## config.mk

```make
export PLATFORM = sky130hd
export DESIGN_NAME = lif_layer_eng_flat
export DESIGN_NICKNAME = d
export VERILOG_FILES = /design/src/rtl/snn_pkg.sv /design/src/rtl/lif_layer_eng_if.sv /design/src/rtl/lif_upd.sv /design/src/rtl/lif_layer_eng.sv /design/src/flat_wrapper.sv
export SDC_FILE = /design/constraint.sdc
export NUM_CORES = 1
export LEC_CHECK = 0
export ABC_AREA = 1
export ABC_CLOCK_PERIOD_IN_PS = 4900
export BUFFER_PORTS_ARGS = -buffer_cell sky130_fd_sc_hd__buf_4
export CORE_MARGIN = 10
export CORE_UTILIZATION = 55
export DETAILED_ROUTE_END_ITERATION = 6
export PLACE_DENSITY = 0.75
export SYNTH_ARGS = -nofsm -noshare
export SYNTH_HDL_FRONTEND = slang
export SYNTH_SLANG_ARGS = --single-unit
```

## constraint.sdc

```tcl
create_clock -name clk -period 4.9 [get_ports clk]
set_input_delay 0.245 -clock clk [delete_from_list [all_inputs] [get_ports clk]]
set_output_delay 0.245 -clock clk [all_outputs]
set_load 0.01 [all_outputs]
```

## src/rtl/snn_pkg.sv

```systemverilog
// Shared definitions for the spiking layer engine: FSM encoding and default widths.
package snn_pkg;

  localparam int DEF_W_W = 8;
  localparam int DEF_V_W = 12;

  typedef enum logic [2:0] {
    S_IDLE = 3'd0,
    S_RD   = 3'd1,
    S_WAIT = 3'd2,
    S_UPD  = 3'd3,
    S_DONE = 3'd4
  } state_t;

endpackage

```

## src/rtl/lif_layer_eng_if.sv

```systemverilog
// Sequencer and weight-memory signals of the LIF layer engine.
interface lif_layer_eng_if #(
  parameter int N_IN  = 16,
  parameter int N_OUT = 8,
  parameter int W_W   = 8
);
  localparam int AW = $clog2(N_IN * N_OUT);

  logic                  st;
  logic [N_IN-1:0]       in_spk;
  logic                  v_clr;
  logic                  w_rd;
  logic [AW-1:0]         w_addr;
  logic signed [W_W-1:0] w_data;
  logic [N_OUT-1:0]      out_spk;
  logic                  busy;
  logic                  d;

  modport master (
    output st, in_spk, v_clr, w_data,
    input  w_rd, w_addr, out_spk, busy, d
  );

  modport slave (
    input  st, in_spk, v_clr, w_data,
    output w_rd, w_addr, out_spk, busy, d
  );

endinterface

```

## src/rtl/lif_upd.sv

```systemverilog
// Combinational leaky integrate-and-fire step: leak, integrate, saturate, fire.
module lif_upd #(
  parameter int V_W     = 12,
  parameter int A_W     = 13,
  parameter int THRESH  = 256,
  parameter int LEAK_SH = 3
) (
  input  logic signed [V_W-1:0] v,
  input  logic signed [A_W-1:0] acc,
  output logic signed [V_W-1:0] v_next,
  output logic                  fire
);
  // Two guard bits over the wider operand keep v - leak + acc exact before clamping.
  localparam int EW    = ((V_W > A_W) ? V_W : A_W) + 2;
  localparam int V_MAX = (2 ** (V_W - 1)) - 1;
  localparam int V_MIN = -(2 ** (V_W - 1));

  logic signed [EW-1:0]  v_ext_s;
  logic signed [EW-1:0]  leak_s;
  logic signed [EW-1:0]  sum_s;
  logic signed [V_W-1:0] v_sat_s;

  // Leak, integrate and clamp; a firing neuron restarts from zero.
  always_comb begin
    v_ext_s = EW'(v);
    leak_s  = v_ext_s >>> LEAK_SH;
    sum_s   = v_ext_s - leak_s + EW'(acc);
    if (sum_s > EW'(V_MAX)) begin
      v_sat_s = V_W'(V_MAX);
    end else if (sum_s < EW'(V_MIN)) begin
      v_sat_s = V_W'(V_MIN);
    end else begin
      v_sat_s = sum_s[V_W-1:0];
    end
    fire = (v_sat_s >= V_W'(THRESH));
    if (fire) begin
      v_next = '0;
    end else begin
      v_next = v_sat_s;
    end
  end

endmodule

```

## src/rtl/lif_layer_eng.sv

```systemverilog
// LIF layer engine: reads one weight per (neuron, input) pair, accumulates the
// spike-gated weights per neuron and applies a leaky integrate-and-fire update.
module lif_layer_eng
  import snn_pkg::*;
#(
  parameter int N_IN    = 16,
  parameter int N_OUT   = 8,
  parameter int W_W     = DEF_W_W,
  parameter int V_W     = DEF_V_W,
  parameter int THRESH  = 256,
  parameter int LEAK_SH = 3
) (
  input  logic           clk,
  input  logic           rst_n,
  lif_layer_eng_if.slave bus
);
  localparam int AW  = $clog2(N_IN * N_OUT);
  localparam int IW  = $clog2(N_IN);
  localparam int JW  = (N_OUT > 1) ? $clog2(N_OUT) : 1;
  localparam int A_W = W_W + $clog2(N_IN) + 1;

  state_t                state_r, state_nxt_s;
  logic [IW-1:0]         i_r, i_nxt_s, i_d_r;
  logic [JW-1:0]         j_r, j_nxt_s;
  logic signed [A_W-1:0] acc_r, acc_nxt_s, acc_add_s;
  logic [N_IN-1:0]       spk_in_r, spk_in_nxt_s;
  logic [N_OUT-1:0]      stage_r, stage_nxt_s;
  logic signed [V_W-1:0] v_r [N_OUT];
  logic signed [V_W-1:0] v_next_s;
  logic                  fire_s, v_upd_s, v_clr_s;
  logic                  rd_d_r;
  logic                  w_rd_r;
  logic [AW-1:0]         w_addr_r, addr_nxt_s;
  logic [N_OUT-1:0]      out_spk_r;
  logic                  busy_r, d_r;

  lif_upd #(
    .V_W     (V_W),
    .A_W     (A_W),
    .THRESH  (THRESH),
    .LEAK_SH (LEAK_SH)
  ) u_upd (
    .v      (v_r[j_r]),
    .acc    (acc_r),
    .v_next (v_next_s),
    .fire   (fire_s)
  );

  // Weight data arrives one cycle after its read, so gate with the delayed read/index.
  always_comb begin
    acc_add_s = acc_r;
    if (rd_d_r && spk_in_r[i_d_r]) begin
      acc_add_s = acc_r + {{(A_W - W_W){bus.w_data[W_W-1]}}, bus.w_data};
    end else begin
      acc_add_s = acc_r;
    end
  end

  // Next-state and datapath control.
  always_comb begin
    state_nxt_s  = state_r;
    i_nxt_s      = i_r;
    j_nxt_s      = j_r;
    acc_nxt_s    = acc_r;
    spk_in_nxt_s = spk_in_r;
    stage_nxt_s  = stage_r;
    v_upd_s      = 1'b0;
    v_clr_s      = 1'b0;
    case (state_r)
      S_IDLE: begin
        if (bus.st) begin
          state_nxt_s  = S_RD;
          i_nxt_s      = '0;
          j_nxt_s      = '0;
          acc_nxt_s    = '0;
          spk_in_nxt_s = bus.in_spk;
          stage_nxt_s  = '0;
        end else if (bus.v_clr) begin
          v_clr_s = 1'b1;
        end else begin
          state_nxt_s = S_IDLE;
        end
      end
      S_RD: begin
        acc_nxt_s = acc_add_s;
        if (i_r == IW'(N_IN - 1)) begin
          state_nxt_s = S_WAIT;
        end else begin
          i_nxt_s = i_r + IW'(1);
        end
      end
      S_WAIT: begin
        acc_nxt_s   = acc_add_s;
        state_nxt_s = S_UPD;
      end
      S_UPD: begin
        v_upd_s          = 1'b1;
        stage_nxt_s[j_r] = fire_s;
        if (j_r == JW'(N_OUT - 1)) begin
          state_nxt_s = S_DONE;
        end else begin
          j_nxt_s     = j_r + JW'(1);
          i_nxt_s     = '0;
          acc_nxt_s   = '0;
          state_nxt_s = S_RD;
        end
      end
      S_DONE: begin
        state_nxt_s = S_IDLE;
      end
      default: begin
        state_nxt_s = S_IDLE;
      end
    endcase
  end

  // Address for the read issued in the upcoming cycle.
  always_comb begin
    if (state_nxt_s == S_RD) begin
      addr_nxt_s = AW'(j_nxt_s) * AW'(N_IN) + AW'(i_nxt_s);
    end else begin
      addr_nxt_s = '0;
    end
  end

  // FSM state, counters, accumulator and latched spikes.
  always_ff @(posedge clk or negedge rst_n) begin
    if (!rst_n) begin
      state_r  <= S_IDLE;
      i_r      <= '0;
      j_r      <= '0;
      acc_r    <= '0;
      spk_in_r <= '0;
      stage_r  <= '0;
      i_d_r    <= '0;
      rd_d_r   <= 1'b0;
    end else begin
      state_r  <= state_nxt_s;
      i_r      <= i_nxt_s;
      j_r      <= j_nxt_s;
      acc_r    <= acc_nxt_s;
      spk_in_r <= spk_in_nxt_s;
      stage_r  <= stage_nxt_s;
      i_d_r    <= i_r;
      rd_d_r   <= w_rd_r;
    end
  end

  // Membrane potentials persist across runs; cleared only by reset or v_clr in IDLE.
  always_ff @(posedge clk or negedge rst_n) begin
    if (!rst_n) begin
      for (int k = 0; k < N_OUT; k++) v_r[k] <= '0;
    end else if (v_clr_s) begin
      for (int k = 0; k < N_OUT; k++) v_r[k] <= '0;
    end else if (v_upd_s) begin
      v_r[j_r] <= v_next_s;
    end else begin
      v_r <= v_r;
    end
  end

  // Registered outputs; d and out_spk follow the DONE cycle.
  always_ff @(posedge clk or negedge rst_n) begin
    if (!rst_n) begin
      w_rd_r    <= 1'b0;
      w_addr_r  <= '0;
      busy_r    <= 1'b0;
      d_r       <= 1'b0;
      out_spk_r <= '0;
    end else begin
      w_rd_r   <= (state_nxt_s == S_RD);
      w_addr_r <= addr_nxt_s;
      busy_r   <= (state_nxt_s != S_IDLE);
      d_r      <= (state_r == S_DONE);
      if (state_r == S_DONE) begin
        out_spk_r <= stage_r;
      end else begin
        out_spk_r <= out_spk_r;
      end
    end
  end

  assign bus.w_rd    = w_rd_r;
  assign bus.w_addr  = w_addr_r;
  assign bus.busy    = busy_r;
  assign bus.d       = d_r;
  assign bus.out_spk = out_spk_r;

endmodule

```

## src/flat_wrapper.sv

```systemverilog
// flat-port wrapper written by rule: the top's interface ports become plain ports
module lif_layer_eng_flat import snn_pkg::*;
#(
  parameter int N_IN    = 16,
  parameter int N_OUT   = 8,
  parameter int W_W     = DEF_W_W,
  parameter int V_W     = DEF_V_W,
  parameter int THRESH  = 256,
  parameter int LEAK_SH = 3
)
  (clk, rst_n, bus_st, bus_in_spk, bus_v_clr, bus_w_data, bus_w_rd, bus_w_addr, bus_out_spk, bus_busy, bus_d);
  lif_layer_eng_if #(.N_IN(N_IN), .N_OUT(N_OUT), .W_W(W_W)) bus_i ();
  input  logic clk;
  input  logic rst_n;
  input wire logic [$bits(bus_i.st)-1:0] bus_st;
  input wire logic [$bits(bus_i.in_spk)-1:0] bus_in_spk;
  input wire logic [$bits(bus_i.v_clr)-1:0] bus_v_clr;
  input wire logic [$bits(bus_i.w_data)-1:0] bus_w_data;
  output wire logic [$bits(bus_i.w_rd)-1:0] bus_w_rd;
  output wire logic [$bits(bus_i.w_addr)-1:0] bus_w_addr;
  output wire logic [$bits(bus_i.out_spk)-1:0] bus_out_spk;
  output wire logic [$bits(bus_i.busy)-1:0] bus_busy;
  output wire logic [$bits(bus_i.d)-1:0] bus_d;
  assign bus_i.st = bus_st;
  assign bus_i.in_spk = bus_in_spk;
  assign bus_i.v_clr = bus_v_clr;
  assign bus_i.w_data = bus_w_data;
  assign bus_w_rd = bus_i.w_rd;
  assign bus_w_addr = bus_i.w_addr;
  assign bus_out_spk = bus_i.out_spk;
  assign bus_busy = bus_i.busy;
  assign bus_d = bus_i.d;
  lif_layer_eng #(.N_IN(N_IN), .N_OUT(N_OUT), .W_W(W_W), .V_W(V_W), .THRESH(THRESH), .LEAK_SH(LEAK_SH)) u_core (.clk(clk), .rst_n(rst_n), .bus(bus_i));
endmodule
```

==> results of run 1 <==
kinds of logic (layout without fill, tap and decap cells):
| family | Yosys count | count (layout) | synth area share, % |
|---|---|---|---|
| compound gates | 168 | 168 | 12.20 |
| xor+xnor | 18 | 18 | 1.781 |
| fa+ha+maj | 40 | 40 | 6.671 |
| buf+inv | 176 | 239 | 8.551 |
| flops | 166 | 166 | 46.93 |
| simple gates | 491 | 491 | 23.87 |
placed cells by master (no fill, tap or decap), types with 2 or more instances in the layout:
cell | synthesis | layout
nor2_2 | 4 | 4
xor2_1 | 10 | 10
a21oi_1 | 26 | 26
a221oi_1 | 17 | 17
dfrtp_1 | 166 | 166
inv_6 | 0 | 4
clkbuf_16 | 0 | 17
o31ai_1 | 4 | 4
nand2_1 | 311 | 311
nand4_1 | 13 | 13
nor3_1 | 9 | 9
clkinv_1 | 3 | 3
o21ai_2 | 8 | 8
xnor2_1 | 8 | 8
nor2_1 | 40 | 40
inv_1 | 138 | 138
ha_1 | 28 | 28
o21ai_1 | 10 | 10
fa_1 | 12 | 12
o211ai_1 | 4 | 4
buf_4 | 0 | 58
nor3_2 | 4 | 4
a31oi_1 | 2 | 2
clkbuf_8 | 0 | 2
o21ai_0 | 45 | 45
clkinv_4 | 0 | 3
o22ai_1 | 28 | 28
a22o_1 | 11 | 11
a22oi_1 | 5 | 5
or2_2 | 3 | 3
nand2_2 | 5 | 5
inv_2 | 6 | 6
inv_8 | 0 | 2
nand3_1 | 96 | 96
o21bai_1 | 2 | 2
Yosys cell counts, types with 2 or more instances:
| cell type | instances |
|---|---|
| nand2_1 | 311 |
| dfrtp_1 | 166 |
| inv_1 | 138 |
| nand3_1 | 96 |
| o21ai_0 | 45 |
| nor2_1 | 40 |
| ha_1 | 28 |
| o22ai_1 | 28 |
| a21oi_1 | 26 |
| a221oi_1 | 17 |
| clkbuf_1 | 13 |
| nand4_1 | 13 |
| fa_1 | 12 |
| a22o_1 | 11 |
| o21ai_1 | 10 |
| xor2_1 | 10 |
| nor3_1 | 9 |
| buf_2 | 8 |
| o21ai_2 | 8 |
| xnor2_1 | 8 |
| buf_8 | 7 |
| inv_2 | 6 |
| a22oi_1 | 5 |
| nand2_2 | 5 |
| nor2_2 | 4 |
| nor3_2 | 4 |
| o211ai_1 | 4 |
| o31ai_1 | 4 |
| clkinv_1 | 3 |
| or2_2 | 3 |
| a21oi_2 | 2 |
| a31oi_1 | 2 |
| o21bai_1 | 2 |
metal layers:
metal / track usage, % / vias to the layer above / part of all wire [%]
li1: - / 3579 / -
met1: 28.95 / 3611 / 44
met2: 34.85 / 270 / 47
met3: 4.453 / 34 / 6.7
met4: 7.207 / 0 / 2.0
met5: 0 / - / 0
stage by stage:
| step | cells | total power (uW) | utilization [%] | setup WS, ns | hold slack, ns |
|---|---|---|---|---|---|
| floorplan | 1059 | 4239 | - | 1.052 | -0.05059 |
| global placement | 1305 | 4705 | 59.16 | 0.5456 | 0.3938 |
| detailed placement | 1305 | 4720 | 59.16 | 0.4362 | 0.3947 |
| CTS | 1338 | 6013 | 62.82 | 0.3898 | 0.01253 |
| global route | 1338 | 6495 | 62.87 | 0.03312 | 0.01079 |
| finish | 1338 | 6084 | 62.87 | 0.4033 | 0.01608 |
report_power, final:
part / total (uW) / switching, uW / internal, uW
Combinational: 3190 / 2320 / 868
Sequential: 1610 / 96.5 / 1520
Clock: 1280 / 584 / 694
state kept, by name (all words and copies together) (netlist names):
signal / count
u_core.bus.w_addr: 7
u_core.bus.out_spk: 8
u_core.v_r: 96
u_core.bus.busy: 1
u_core.i_r: 4
u_core.acc_r: 13
u_core.j_r: 3
u_core.bus.w_rd: 1
u_core.rd_d_r: 1
u_core.spk_in_r: 16
u_core.bus.d: 1
u_core.state_r: 3
u_core.stage_r: 8
u_core.i_d_r: 4
path summary, 6_finish.rpt:
path / endpoint / slack [ns] / depth (start not counted)
setup / recovery: u_core.v_r[29] / 0.40 / 20
hold / removal: u_core.spk_in_r[9] / 0.02 / 3
setup reg to reg: u_core.v_r[29] / 0.40 / 20
hold reg to reg: u_core.rd_d_r / 0.41 / 0
max in group asynchronous: u_core.v_r[13] / 3.39 / 3
min in group asynchronous: u_core.bus.out_spk[6] / 0.44 / 2
worst max-delay path: stages (launching register included):
cell      delay, ns
dfrtp_1        0.47
inv_2          0.12
nor3_1         0.05
buf_4          0.20
a22o_1         0.23
a221oi_1       0.20
nand4_1        0.34
fa_1           0.61
inv_1          0.04
ha_1           0.35
nand2_1        0.15
a21oi_1        0.06
o21ai_1        0.17
nand3_1        0.16
a21oi_4        0.23
inv_2          0.08
o21ai_4        0.16
nand3_4        0.15
nand2_8        0.33
nand3_1        0.16
nand2_1        0.11
cell type report:
type,count,area share (%)
clock inverters,12,1.132
inverters,147,5.545
clock buffers,20,4.589
repair buffers,60,4.589
well taps,216,2.716
flip-flops and latches,166,41.75
multi-input cells,717,39.68
timing repair:
action	4_1_cts	5_1_grt
resized for setup	0	1
setup buffers	0	0
endpoints found under the setup margin	0	1
endpoints found under the hold margin	95	0
hold buffers	1	0
==> out/metrics.yaml, run 1 <==
cp_max_fo: 72
ir_worst_vdd_mv: 0.4823
status: "finished clean"
routed_via_density: 5.601
start_util_pct: 55.93
layout-drive-gt1-share_pct: 11.41
fin_skew_ns: 0.01172
route.detailed.drc: 0
num_vias: 7494
cts.htree.levels: 4
design_area_sq_mm: 0.009951
holdCritPathClass: "in2reg"
clk_latency_ns: 0.43
place_congestion: 0.9259
synth_edf_count: 0
antenna_cells: 0
multi_input_area_sq_mm: 0.003949
syn_to_final_growth_pct: 12.41
setup_tns_ns: 0
yosysTopAreaCell: "dfrtp_1"
worst_pin_slew_ns: 0.9856
grt_overflow: 0
r2r_start: "u_core.j_r[1]"
grt_pass1_vias: 7501
relSlewSlack_pct: 34.05
synth-seq-cells: 166
tritoncts: "done"
cp-start-kind: "flip-flop"
layout_min_cycle_time_ns: 4.497
drtPass1Iterations: 7
cts_sinks: 166
grt_max_degree: 98
numCtsBuffers: 17
rsz0062_at_grt: "no"
leakage_uw: 0.005055
crit_type: "reg2reg"
synth_area_leaders: "dfrtp_1 47%, nand2_1 13%, inv_1 5.9%"
hold_viol_final: 0
synth_fp_nets: 1127
p_per_area_mw_per_mm2: 611.4
startpoint: "u_core.j_r[1]"
syn_area_sq_mm: 0.008852
grt_pass1_wl_microns: 38150
synthArstFlopShare_pct: 100.0
min_from: "bus_in_spk[9]"
yosysUniqueCellTypes: 44
die_area_sq_mm: 0.02157
layout_worst_path_cycle_share_pct: 91.77
nFillCells: 1389
arrival_ns: 4.86
cts_buffer_depth: 2
fp.coreArea_sq_mm: 0.01583
ys.warnings.count: 0
yosysTopAreaCellShare_pct: 46.93
setup_violations: 0
port_buffers: 45
final_nets: 1177
grt_antenna_before_repair: 0
clkTransAtPathRegs_ns: 0.07
dp_hpwl_microns: 16310
grtUsageTotal_pct: 21.78
synth_flop_cell: "dfrtp_1"
max_freq_mhz: 222.4
netlist_instances: 1059
die_w_microns: 146.9
placed_area_sq_mm: 0.009364
cap_violations: 0
wirelength_microns: 22860
end_kind: "flip-flop"
root_buffer: "clkbuf_16"
synth.avg_cell_area_sq_um: 8.359
drtIter0Drc: 879
ant_nets: 0
pin_count: 46
die_h_microns: 146.9
finalMaxSlewViolations: 0
regArea_sq_mm: 0.004154
worstPathRequired_ns: 5.26
wl_per_cell_microns: 17.09
seq_area_frac_synth_pct: 46.93
rows: 46
Power figures use the tool's default switching activity.
==> run 2: changes to the inputs <==
Settings changed: ABC_CLOCK_PERIOD_IN_PS 4900 to 3900, PLACE_DENSITY 0.75 to 0.78.
Clock period 4.9 ns to 3.9 ns, I/O delays scaled along.
==> run 2 against run 1 <==
Effect of this change:
- the flow now finishes with violations (negative setup slack)
- cell count grew 10%
- non-clock buffer count grew 135
- highest routed layer unchanged
- die area is the same
- utilization grew 15 points
- clock skew grew 0.0069 ns
- sequential share of layout area shrank 8.0 points
- count of clock-buffer cells in the layout shrank 2
- cell area grew 24%
- first-iteration DRC count grew 73%
==> out/metrics.yaml, run 2 (same netlist as run 1, synthesis figures left out) <==
worst_pin_slew_ns: 1.277  # +0.2911 ns
grtUsageTotal_pct: 27.83  # +6.0 points
largest_reg_flops: 96  # unchanged
drtIter0Drc: 1523  # +73%
root_buffer: "clkbuf_16"
finalMaxSlewViolations: 0  # unchanged
num_vias: 9239  # +23%
start_util_pct: 55.93  # unchanged
max_freq_mhz: 225.0  # +1.2%
status: "complete, but fails checks"
tritoncts: "done"
ant_nets: 0  # unchanged
cts_sinks: 166  # unchanged
violations: "negative setup slack"
routed_via_density: 6.272  # +12%
design_area_sq_mm: 0.01230  # +24%
place_congestion: 0.9573  # +3.4%
grt_pass1_vias: 9200  # +23%
dp_hpwl_microns: 17870  # +9.6%
die_h_microns: 146.9  # unchanged
worstPathRequired_ns: 4.29  # -0.97 ns
ir_worst_vdd_mv: 0.7146  # +48%
nFillCells: 883  # -36%
cts.htree.levels: 4  # unchanged
port_buffers: 45  # unchanged
cp-start-kind: "flip-flop"
rsz0062_at_grt: "yes"
layout_common_cells: "275 x nand2_1, 164 x dfrtp_1, 134 x buf_4"
place_ws_ns: -0.3808  # -0.8170 ns
layout-drive-gt1-share_pct: 31.66  # +20 points
layout_min_cycle_time_ns: 4.444  # -0.05268 ns
antenna_cells: 0  # unchanged
layout_worst_path_cycle_share_pct: 113.9  # +22 points
placed_area_sq_mm: 0.01004  # +7.3%
clk_latency_ns: 0.45  # +0.02 ns
multi_input_area_sq_mm: 0.004906  # +24%
holdCritPathClass: "in2reg"
die_area_sq_mm: 0.02157  # unchanged
reg.largest.list: "u_core.v_r: 96 flops, u_core.spk_in_r: 16 flops, u_core.acc_r: 13 flops"
fp.coreArea_sq_mm: 0.01583  # unchanged
crit_type: "reg2reg"
largest-register: "u_core.v_r"
relSlewSlack_pct: 14.57  # -19 points
cts_buffer_depth: 2  # unchanged
final_common_cell: "nand2_1"
leakage_uw: 0.005949  # +18%
pin_count: 46  # unchanged
die_w_microns: 146.9  # unchanged
p_per_area_mw_per_mm2: 1028  # +68%
grt_max_degree: 88  # -10%
rows: 46  # unchanged
syn_to_final_growth_pct: 38.98
drtPass1Iterations: 7  # unchanged
wirelength_microns: 33340  # +46%
grt_overflow: 0  # unchanged
final_nets: 1312  # +11%
end_kind: "flip-flop"
cp_max_fo: 5  # -93%
hold_viol_final: 0  # unchanged
arrival_ns: 4.83  # -0.03 ns
grt_antenna_before_repair: 0  # unchanged
wl_per_cell_microns: 22.63  # +32%
cap_violations: 0  # unchanged
regArea_sq_mm: 0.004156  # about the same
route.detailed.drc: 0  # unchanged
clkTransAtPathRegs_ns: 0.08  # about the same
fin_ws_ns: -0.5440  # -0.9473 ns
fin_skew_ns: 0.01864  # +0.006920 ns
setup_violations: 104  # +104
numCtsBuffers: 17  # unchanged
grt_pass1_wl_microns: 47870  # +25%
-- run 2: cell types whose count changed in the layout (fill, tap and decap cells not counted), moves of 17 or more --
cell / change
buf_4: +76
nand3_1: -39
nand3_2: +35
buf_6: +23
nand2_2: +23
inv_1: -17
nand2_1: -36
-- run 2: report_power, final --
group	switching (uW)	internal [uW]	total, uW
clock	808	832	1640
combinational	5040	3900	8940
sequential	157	1900	2060
total	6010	6640	12600
-- run 2: worst max-delay path: stages, from the launching register on --
cell and delay [ns]:
dfrtp_1 0.43, inv_2 0.09, buf_6 0.14, nor3_4 0.25, clkinvlp_4 0.22, o22ai_1 0.31, a221oi_2 0.10, nand2_2 0.13
inv_1 0.06, fa_1 0.48, inv_1 0.04, ha_1 0.35, nand2_1 0.13, nand2_1 0.14, nor2_2 0.17, nand3_2 0.14
a21oi_4 0.24, inv_2 0.09, o21ai_4 0.11, nand3_4 0.15, nand2_8 0.14, buf_12 0.14, buf_8 0.14, nand3_2 0.08
nand2_1 0.10
-- run 2: metal layers --
metal,part of all wire [%],GRT usage [%],wire [microns]
met5,0,0,0
met4,7.4,15.67,2480
met3,11,7.647,3708
met2,47,45.45,15710
met1,34,32.47,11440
-- run 2: layout make-up --
type	instances	area share, %
clock buffers	18	3.488
clock inverters	14	0.9458
inverters	147	4.617
multi-input cells	717	39.88
flip-flops and latches	166	33.78
well taps	216	2.197
repair buffers	195	15.09
-- run 2: what timing repair did --
action | in CTS | in global routing
hold endpoints to repair | 95 | 0
setup buffers | 29 | 12
pin swaps | 27 | 65
hold buffers | 17 | 0
setup endpoints to repair | 96 | 96
resized for setup | 137 | 103
gates cloned | 6 | 0
-- run 2: worst paths after layout --
check	to	slack, ns	cells past startpoint	from
max	u_core.v_r[24]	-0.54	24	u_core.j_r[0]
min	u_core.acc_r[0]	0.14	4	bus_w_data[0]
max reg2reg	u_core.v_r[24]	-0.54	24	u_core.j_r[0]
min reg2reg	u_core.rd_d_r	0.39	0	u_core.bus.w_rd
max in group asynchronous	u_core.bus.w_addr[0]	2.64	3	rst_n
min in group asynchronous	u_core.bus.out_spk[6]	0.34	2	rst_n
-- run 2: metrics by stage --
step                      utilization [%]  total power (uW)  hold slack, ns  TNS, ns  cells
after floorplan                         -              5327         -0.1006        0   1059
after global placement              63.46              6995          0.2732   -20.01   1384
after detailed placement            63.46              7092          0.2674   -28.30   1384
after CTS                           74.68             11140          0.1076   -2.042   1466
after global routing                77.73             13050          0.1453   -48.44   1473
final                               77.73             12650          0.1429   -45.10   1473
==> run 3: changes to the inputs <==
Settings changed: CTS_BUF_LIST from default to sky130_fd_sc_hd__clkbuf_8.
==> run 3 against run 2 <==
Effect of this change:
- cell count down 1.2%
- die area unchanged
- combinational power down 13%
- hold slack worse by 0.084 ns
- the flow still finishes with violations (negative setup slack)
- via count down 6.6%
- largest power group unchanged
- critical path depth down 1
==> out/metrics.yaml, run 3 (same netlist as run 1, synthesis figures left out) <==
routed_via_density: 5.932  # -5.4%
final_util_pct: 74.35  # -3.4 points
place_congestion: 0.9573  # unchanged
die_w_microns: 146.9  # unchanged
placed_area_sq_mm: 0.01004  # unchanged
numCtsBuffers: 17  # unchanged
drtPass1Iterations: 6  # -1
dp_hpwl_microns: 17870  # unchanged
cap_violations: 0  # unchanged
grt_pass1_vias: 8357  # -9.2%
grt_antenna_before_repair: 0  # unchanged
fin_ws_ns: -0.2796  # +0.2644 ns
hold_viol_final: 0  # unchanged
ir_worst_vdd_mv: 0.6260  # -12%
route.detailed.drc: 0  # unchanged
grt_overflow: 0  # unchanged
finalMaxSlewViolations: 0  # unchanged
cp_max_fo: 7  # +2
final_nets: 1294  # -1.4%
final_common_cell: "nand2_1"
cp-start-kind: "flip-flop"
cts.htree.levels: 4  # unchanged
root_buffer: "clkbuf_8"
relSlewSlack_pct: 15.82  # +1.2 points
syn_to_final_growth_pct: 32.93
reg.largest.list: "u_core.v_r: 96 flops, u_core.spk_in_r: 16 flops, u_core.acc_r: 13 flops"
rrSetupSlack_ns: -0.28  # +0.26 ns
layout_worst_path_cycle_share_pct: 107.2  # -6.8 points
fin_skew_ns: 0.01466  # -0.003980 ns
clkTransAtPathRegs_ns: 0.10  # +0.02 ns
worst_path_max_delay_cell: "fa_1"
crit_chain: "inv_4 > buf_6 > nor3_4 > a22o_1 > a221oi_2 > buf_4 > nand2_2 > buf_4 > fa_1 > inv_2 > ha_4 > nand2_2 > nor2_1 > nand3_1 > nand4_1 > nand2_1 > o21ai_4 > nand3_4 > nand2_8 > buf_12 > buf_16 > nand3_2 > nand2_1"
clk_latency_ns: 0.48  # +0.03 ns
holdCritPathClass: "in2reg"
rsz0062_at_grt: "yes"
grt_max_degree: 88  # unchanged
pin_count: 46  # unchanged
fp.coreArea_sq_mm: 0.01583  # unchanged
end_kind: "flip-flop"
status: "complete, but fails checks"
crit_type: "reg2reg"
die_area_sq_mm: 0.02157  # unchanged
largest_reg_flops: 96  # unchanged
setup_violations: 85  # -18%
die_h_microns: 146.9  # unchanged
worst_pin_slew_ns: 1.258  # -0.01861 ns
p_per_area_mw_per_mm2: 933.7  # -9.2%
cts_sinks: 166  # unchanged
tritoncts: "done"
layout_min_cycle_time_ns: 4.180  # -0.2644 ns
cts_buffer_depth: 2  # unchanged
design_area_sq_mm: 0.01177  # -4.4%
rows: 46  # unchanged
place_inst: 1384  # unchanged
slowest_delay_ns: 0.51  # +0.03 ns
worstPathRequired_ns: 4.31  # +0.02 ns
grtUsageTotal_pct: 25.05  # -2.8 points
drtIter0Drc: 991  # -35%
num_vias: 8631  # -6.6%
max_freq_mhz: 239.3  # +6.3%
layout-drive-gt1-share_pct: 29.06  # -2.6 points
largest-register: "u_core.v_r"
antenna_cells: 0  # unchanged
violations: "negative setup slack"
arrival_ns: 4.59  # -0.24 ns
wl_per_cell_microns: 19.99  # -12%
ant_nets: 0  # unchanged
port_buffers: 45  # unchanged
final_cells: 1455  # -1.2%
wirelength_microns: 29090  # -13%
layout_common_cells: "279 x nand2_1, 164 x dfrtp_1, 129 x buf_4"
start_util_pct: 55.93  # unchanged
grt_pass1_wl_microns: 43350  # -9.4%
leakage_uw: 0.005746  # -3.4%
nFillCells: 1034  # +17%
run 3: cell count changes in the layout (fill, tap and decap cells not counted), moves of 6 or more:
cell and delta:
o21ai_2 +6, o21ai_0 -6, clkbuf_16 -17, nand2_4 -7, nand3_1 +15, clkbuf_8 +17, nand3_2 -15, buf_6 -7
run 3: cell type report:
| type | instances | area [sq um] | area share (%) |
|---|---|---|---|
| Inverter | 147 | 568.0 | 4.827 |
| Sequential cell | 166 | 4156 | 35.32 |
| Multi-Input combinational cell | 717 | 4786 | 40.67 |
| Timing Repair Buffer | 177 | 1633 | 13.88 |
| Tap cell | 216 | 270.3 | 2.297 |
| Clock buffer | 17 | 234.0 | 1.988 |
| Clock inverter | 15 | 120.1 | 1.021 |
run 3: what timing repair did:
| item | CTS | global route |
|---|---|---|
| setup endpoints to repair | 97 | 99 |
| cloned | 3 | 0 |
| gates resized for setup | 114 | 89 |
| hold buffers | 17 | 0 |
| hold endpoints to repair | 95 | 0 |
| pin swaps | 17 | 48 |
| buffers inserted | 14 | 13 |
run 3: report_power, final:
part | total [uW] | internal [uW] | switching, uW
clock | 1170 | 453 | 715
combinational | 7770 | 3320 | 4450
sequential | 2050 | 1900 | 146
run 3: path summary, 6_finish.rpt:
kind | endpoint | startpoint | cells past startpoint
hold / removal | u_core.acc_r[0] | bus_w_data[0] | 4
min in group asynchronous | u_core.bus.out_spk[6] | rst_n | 2
max in group asynchronous | u_core.spk_in_r[6] | rst_n | 3
setup reg to reg | u_core.v_r[74] | u_core.j_r[1] | 23
setup / recovery | u_core.v_r[74] | u_core.j_r[1] | 23
hold reg to reg | u_core.rd_d_r | u_core.bus.w_rd | 0
run 3: stage by stage:
stage	hold WS, ns	power, uW	setup TNS (ns)	setup slack [ns]
after floorplan	-0.1006	5327	0	0.05154
after global placement	0.2732	6995	-20.01	-0.2661
after detailed placement	0.2674	7092	-28.30	-0.3808
after CTS	0.05575	9552	-1.765	-0.08227
after global routing	0.05564	11440	-29.86	-0.4255
final	0.05922	10990	-16.31	-0.2796
run 3: critical path, delay by kind of cell, from the launching register on:
kind | cells | cell delay (ns)
AOI/OAI and AO/OA | 3 | 0.74
DFF | 1 | 0.47
and+or+nand+nor | 11 | 1.22
adders and majority gates | 2 | 0.79
buffers and inverters | 7 | 0.87
run 3: metal layers:
layer	up-vias	part of all wire (%)	GRT usage, %
li1	3811	-	-
met1	4186	38	31.61
met2	508	48	40.26
met3	126	8.6	5.098
met4	0	4.9	12.31
met5	-	0	0
